## src/rtl/pc_fetch_unit_pkg.sv

```systemverilog
// Shared definitions for the instruction-fetch stage: FSM state encoding, PC select codes,
// the NOP word and the IF/ID payload.
package pc_fetch_unit_pkg;

    typedef enum logic [1:0] {
        S_IDLE  = 2'b00,
        S_FETCH = 2'b01,
        S_KILL  = 2'b10,
        S_HOLD  = 2'b11
    } fetch_state_e;

    typedef enum logic [1:0] {
        PC_SEQ    = 2'b00,
        PC_BRANCH = 2'b01,
        PC_JUMP   = 2'b10,
        PC_HOLD   = 2'b11
    } pc_sel_e;

    localparam logic [31:0] NOP         = 32'h0000_0000;
    localparam logic [31:0] INSTR_BYTES = 32'd4;

    typedef struct packed {
        logic [31:0] pc;
        logic [31:0] instr;
        logic        valid;
    } if_id_t;

    localparam if_id_t IF_ID_BUBBLE = '{pc: 32'h0000_0000, instr: NOP, valid: 1'b0};

    function automatic logic is_redirect(input logic pc_write, input pc_sel_e pc_sel);
        return pc_write && ((pc_sel == PC_BRANCH) || (pc_sel == PC_JUMP));
    endfunction

endpackage

```

## src/rtl/pc_fetch_unit_if_id_register.sv

```systemverilog
// IF/ID pipeline register: loads a fetched instruction, a bubble, or holds.
// Flush wins over the write enable.
module pc_fetch_unit_if_id_register
    import pc_fetch_unit_pkg::*;
(
    input  logic        clk_i,
    input  logic        rst_n_i,
    input  logic        write_i,
    input  logic        flush_i,
    input  logic        fetch_done_i,
    input  logic [31:0] pc_i,
    input  logic [31:0] instr_i,
    output logic [31:0] pc_o,
    output logic [31:0] instr_o,
    output logic        valid_o
);

    if_id_t if_id_d;
    if_id_t if_id_q;

    always_comb begin
        if_id_d = if_id_q;
        if (flush_i) begin
            if_id_d = IF_ID_BUBBLE;
        end else if (write_i && fetch_done_i) begin
            if_id_d = '{pc: pc_i, instr: instr_i, valid: 1'b1};
        end else if (write_i) begin
            if_id_d = IF_ID_BUBBLE;
        end
    end

    always_ff @(posedge clk_i) begin
        if (!rst_n_i) begin
            if_id_q <= IF_ID_BUBBLE;
        end else begin
            if_id_q <= if_id_d;
        end
    end

    assign pc_o    = if_id_q.pc;
    assign instr_o = if_id_q.instr;
    assign valid_o = if_id_q.valid;

endmodule

```

## src/rtl/pc_fetch_unit.sv

```systemverilog
// Instruction-fetch stage: PC, imem req/ack FSM with stale-fetch kill and a one-entry buffer.
// Define FETCH_PERF_CNT_EN to add the saturating stall-cycle and kill counters.
module pc_fetch_unit
    import pc_fetch_unit_pkg::*;
#(
    parameter logic [31:0] RESET_PC = 32'h0000_0000
) (
    input  logic        clk,
    input  logic        rst_n,
    input  logic        pc_write,
    input  logic [1:0]  pc_mux_select,
    input  logic        if_id_write,
    input  logic        if_id_flush,
    input  logic [31:0] branch_target,
    input  logic [31:0] jump_target,
    output logic        imem_req,
    output logic [31:0] imem_addr,
    input  logic        imem_ack,
    input  logic [31:0] imem_rdata,
    output logic [31:0] if_id_pc,
    output logic [31:0] if_id_instr,
    output logic        if_id_valid,
    output logic        fetch_stall
`ifdef FETCH_PERF_CNT_EN
    ,
    output logic [31:0] perf_stall_cycles,
    output logic [31:0] perf_kills
`endif
);

    fetch_state_e state_d;
    fetch_state_e state_q;
    logic [31:0]  pc_d;
    logic [31:0]  pc_q;
    logic [31:0]  kill_addr_d;
    logic [31:0]  kill_addr_q;
    logic [31:0]  buf_d;
    logic [31:0]  buf_q;

    pc_sel_e      pc_sel;
    logic         redirect;
    logic         fetch_done;
    logic         seq_advance;
    logic         capture;
    logic [31:0]  redirect_target;
    logic [31:0]  fetch_word;

    assign pc_sel          = pc_sel_e'(pc_mux_select);
    assign redirect        = is_redirect(pc_write, pc_sel);
    assign fetch_done      = ((state_q == S_FETCH) && imem_ack) || (state_q == S_HOLD);
    assign fetch_word      = (state_q == S_HOLD) ? buf_q : imem_rdata;
    assign seq_advance     = pc_write && (pc_sel == PC_SEQ) && if_id_write && fetch_done;
    assign capture         = (state_q == S_FETCH) && imem_ack && (!if_id_write || !pc_write);
    assign redirect_target = (pc_sel == PC_BRANCH) ? branch_target : jump_target;

    always_comb begin
        state_d     = state_q;
        pc_d        = pc_q;
        kill_addr_d = kill_addr_q;
        buf_d       = buf_q;

        if (redirect) begin
            pc_d = redirect_target;
            unique case (state_q)
                S_IDLE:  state_d = S_FETCH;
                S_FETCH: begin
                    if (imem_ack) begin
                        state_d = S_FETCH;
                    end else begin
                        // The memory still owes us this word; remember where it was sent.
                        state_d     = S_KILL;
                        kill_addr_d = pc_q;
                    end
                end
                S_KILL:  state_d = imem_ack ? S_FETCH : S_KILL;
                S_HOLD:  state_d = S_FETCH;
            endcase
        end else begin
            unique case (state_q)
                S_IDLE:  state_d = S_FETCH;
                S_KILL: begin
                    if (imem_ack) begin
                        state_d = S_FETCH;
                    end
                end
                S_FETCH, S_HOLD: begin
                    if (seq_advance) begin
                        pc_d    = pc_q + INSTR_BYTES;
                        state_d = S_FETCH;
                    end else if (capture) begin
                        buf_d   = imem_rdata;
                        state_d = S_HOLD;
                    end
                end
            endcase
        end
    end

    always_ff @(posedge clk) begin
        if (!rst_n) begin
            state_q     <= S_IDLE;
            pc_q        <= RESET_PC;
            kill_addr_q <= 32'h0000_0000;
            buf_q       <= NOP;
        end else begin
            state_q     <= state_d;
            pc_q        <= pc_d;
            kill_addr_q <= kill_addr_d;
            buf_q       <= buf_d;
        end
    end

    always_comb begin
        imem_req    = (state_q == S_FETCH) || (state_q == S_KILL);
        imem_addr   = (state_q == S_KILL) ? kill_addr_q : pc_q;
        fetch_stall = !fetch_done;
    end

    pc_fetch_unit_if_id_register u_if_id (
        .clk_i        (clk),
        .rst_n_i      (rst_n),
        .write_i      (if_id_write),
        .flush_i      (if_id_flush),
        .fetch_done_i (fetch_done),
        .pc_i         (pc_q),
        .instr_i      (fetch_word),
        .pc_o         (if_id_pc),
        .instr_o      (if_id_instr),
        .valid_o      (if_id_valid)
    );

`ifdef FETCH_PERF_CNT_EN
    logic [31:0] stall_cnt_d;
    logic [31:0] stall_cnt_q;
    logic [31:0] kill_cnt_d;
    logic [31:0] kill_cnt_q;

    always_comb begin
        stall_cnt_d = stall_cnt_q;
        kill_cnt_d  = kill_cnt_q;
        if (fetch_stall && (state_q != S_IDLE) && (stall_cnt_q != 32'hFFFF_FFFF)) begin
            stall_cnt_d = stall_cnt_q + 32'd1;
        end
        if ((state_q == S_FETCH) && (state_d == S_KILL) && (kill_cnt_q != 32'hFFFF_FFFF)) begin
            kill_cnt_d = kill_cnt_q + 32'd1;
        end
    end

    always_ff @(posedge clk) begin
        if (!rst_n) begin
            stall_cnt_q <= 32'h0000_0000;
            kill_cnt_q  <= 32'h0000_0000;
        end else begin
            stall_cnt_q <= stall_cnt_d;
            kill_cnt_q  <= kill_cnt_d;
        end
    end

    assign perf_stall_cycles = stall_cnt_q;
    assign perf_kills        = kill_cnt_q;
`endif

endmodule

```

## config.mk

```make
export PLATFORM = sky130hd
export DESIGN_NAME = pc_fetch_unit
export DESIGN_NICKNAME = d
export VERILOG_FILES = /design/src/rtl/pc_fetch_unit_pkg.sv /design/src/rtl/pc_fetch_unit_if_id_register.sv /design/src/rtl/pc_fetch_unit.sv
export SDC_FILE = /design/constraint.sdc
export NUM_CORES = 1
export LEC_CHECK = 0
export ABC_AREA = 1
export ABC_CLOCK_PERIOD_IN_PS = 2910
export CAP_MARGIN = 20
export CORE_ASPECT_RATIO = 0.5
export CORE_MARGIN = 2
export CORE_UTILIZATION = 26
export CTS_CLUSTER_SIZE = 24
export DETAILED_ROUTE_END_ITERATION = 7
export PLACE_DENSITY = 0.53
export SLEW_MARGIN = 30
export SYNTH_ARGS = -nofsm -noshare
export SYNTH_HDL_FRONTEND = slang
export SYNTH_SLANG_ARGS = --single-unit
```

## constraint.sdc

```tcl
create_clock -name clk -period 2.91 [get_ports clk]
set_clock_uncertainty 0.2 [all_clocks]
set_input_delay 0.873 -clock clk [delete_from_list [all_inputs] [get_ports clk]]
set_output_delay 0.873 -clock clk [all_outputs]
set_load 0.02 [all_outputs]
```

==> results.toml <==
[detailed_routing]
drt_iter0_drc = 615
drc = 0
vias = 8913
first_pass_iters = 6
routed_wl_mm = 29.9
wire_per_inst_um = 16.1
ant_nets = 0
viasPerCell = 4.79

[global_route]
grt_pass1_vias = 8543
overflow = 0
antenna_found_initial = 0
grt_max_degree = 66
grt_usage_pct = 18.4
grt_pass1_wl_mm = 46.3

[floorplanning]
fp-row-count = 45
die_height_um = 128
dieArea_um2 = 32300
initial_core_util_pct = 26.4
core_area_um2 = 30300
die_x_um = 252
io_pins = 203

[sta]
final_hold_viol_count = 0
maxSlewViolCount = 0
setup_viol = 0
max_freq_mhz = 351
worst_slew_pin_slew_ns = 0.696
maxSlewHeadroom_pct = 53.6
post-route-min-period_ns = 2.85
rsz0062_at_grt = "false"
min_period_over_period_pct = 98.0

[cts]
clkLatencyLatePin_ns = 0.44
cts_buffer_depth = 2
root_buffer = "clkbuf_16"
numClockSinks = 163
cts_buffers = 17
cts_tree = "built"
post_cts_buffers = 0
htree_num_levels = 4
clkTransAtPathRegs_ns = 0.07

[critical_path]
end_kind = "output pin"
crit_path_cell_trace = "inv_1, ha_4, buf_8, o21ai_0, buf_4"
arrival_ns = 1.78
required_ns = 1.84
crit_type = "reg2out"
critical_path_buf_inv_count = 3
r2r-start = "pc_q[3]"
worst_path_max_delay_cell = "o21ai_0"
critPathTopFamily = "buffers and inverters"
startpoint_type = "flop"
startpoint = "state_q[0]"
crit_fanout = 17
cpPeakStageDelay_ns = 0.35

[yosys]
synth_area_leaders = "dfxtp_1 (41%), nand2_1 (21%), a21oi_1 (9.9%), nand3_1 (6.8%), o21ai_0 (6.1%)"
netlist_area_um2 = 8000
ys_seq_area_share_pct = 40.8
ys_warn_count = 0
netlist_instances = 1244
yosysTopAreaCell = "dfxtp_1"
ys_seq_elements = 163
syn_nets = 1354
synth_top_cell_area_share_pct = 40.8
avgSynthCellArea_um2 = 6.43
ys_types = 34

[final_layout]
final_common_cell = "nand2_1"
diodes = 0
seqCellArea_um2 = 3260
nets = 1560
drive_above_1_share_pct = 10.3
utilization_pct = 37.6
multiInputGateArea_um2 = 4140
fill_cells = 3216
layout_common_cells = "nand2_1 (439), clkdlybuf4s50_1 (169), dfxtp_1 (163)"
area_growth_pct = 42.4
final_cells = 1860

[power_and_ir_drop]
ir_drop_mv = 0.391
p_leak_nw = 4.22
power_density_nw_per_um2 = 585

[place]
port_buffers = 202
hpwlAfterDp_mm = 22.0
gp_congestion = 0.871
dp.cells = 1830

[status]
status = "complete, no violations"

[hold_path]
hold_path.class = "reg2reg"
hp-start = "buf_q[7]"

[run]
cap_violations = 0
==> tightest hold or removal path, stage by stage, from the launching register on <==
cell,delay [ns]
dfxtp_1,0.31
nand2_1,0.06
a21oi_1,0.05
==> path summary, 6_finish.rpt <==
path	cells past startpoint	slack (ns)	end
worst max register to register	10	0.73	pc_q[26]
worst min-delay path	2	0.26	buf_q[7]
worst min register to register	2	0.26	buf_q[7]
worst max-delay path	5	0.06	imem_addr[31]
==> cell type report <==
cell class / count / area share (%)
clock buffer: 21 / 4.04
clock inverter: 9 / 1.15
inverter: 69 / 2.27
multi-input combinational: 927 / 36.3
sequential: 163 / 28.6
tap: 399 / 4.38
timing repair buffer: 272 / 23.2
==> metrics by stage <==
| stage | TNS, ns | hold slack, ns | instance area [um^2] | power, mW | setup WS (ns) |
|---|---|---|---|---|---|
| after floorplan | 0 | 0.240 | 8000 | 3.48 | 0.382 |
| after global placement | -0.813 | 0.247 | 10800 | 4.37 | -0.276 |
| after detailed placement | -2.39 | 0.253 | 10800 | 4.39 | -0.271 |
| after CTS | 0 | 0.262 | 11400 | 6.73 | 0.000237 |
| after global routing | 0 | 0.276 | 11400 | 6.99 | 0.000565 |
| final | 0 | 0.260 | 11400 | 6.66 | 0.0592 |
==> per-layer routing <==
| metal | wire length [um] | global-route usage (%) |
|---|---|---|
| met1 | 13100 | 22.2 |
| met2 | 15500 | 34.4 |
| met3 | 846 | 2.68 |
| met4 | 425 | 4.84 |
| met5 | 0 | 0 |
==> sequential cells by signal, indices dropped and copies added, names as in the netlist <==
register / flops
u_if_id.instr_o: 32
kill_addr_q: 32
u_if_id.pc_o: 32
pc_q: 32
state_q: 2
buf_q: 32
u_if_id.valid_o: 1
==> kinds of logic after synthesis <==
| family | count (synthesis) | share of synthesized area, % |
|---|---|---|
| flip-flops | 163 | 40.8 |
| AO/OA/AOI/OAI | 273 | 17.6 |
| buffers and inverters | 154 | 7.86 |
| XOR/XNOR | 2 | 0.219 |
| AND/OR/NAND/NOR | 646 | 32.6 |
| adder cells (fa/ha/maj) | 6 | 0.938 |
==> cell usage after synthesis <==
cell	number
and3_1	1
o31ai_1	1
buf_2	26
nand2_4	1
nand4_1	2
o22ai_1	3
inv_1	66
clkbuf_2	1
dfxtp_1	163
nor2_4	1
clkbuf_8	1
nor2_1	80
a21oi_2	1
o21ai_1	2
nor3_1	4
buf_4	2
o21ai_0	98
nand3_1	109
a21oi_1	158
nand3b_1	1
ha_1	6
or2_2	1
o211ai_1	4
nor2_2	2
buf_1	3
and2_1	2
nand2_2	3
a21oi_4	1
clkbuf_1	52
xor2_1	2
a31oi_1	4
inv_2	3
a21boi_0	1
nand2_1	439
==> power breakdown <==
group | internal [mW] | switching [mW] | total [mW] | leakage, nW
combinational | 0.714 | 1.18 | 1.89 | 2.60
sequential | 2.36 | 0.0875 | 2.45 | 1.32
clock | 1.39 | 0.945 | 2.33 | 0.293
==> timing repair <==
| item | in CTS | in global routing |
|---|---|---|
| pin swaps | 0 | 0 |
| hold buffers | 0 | 0 |
| gates resized for setup | 88 | 29 |
| endpoints found under the setup margin | 26 | 21 |
No activity file was read; power rests on OpenSTA's default activity.
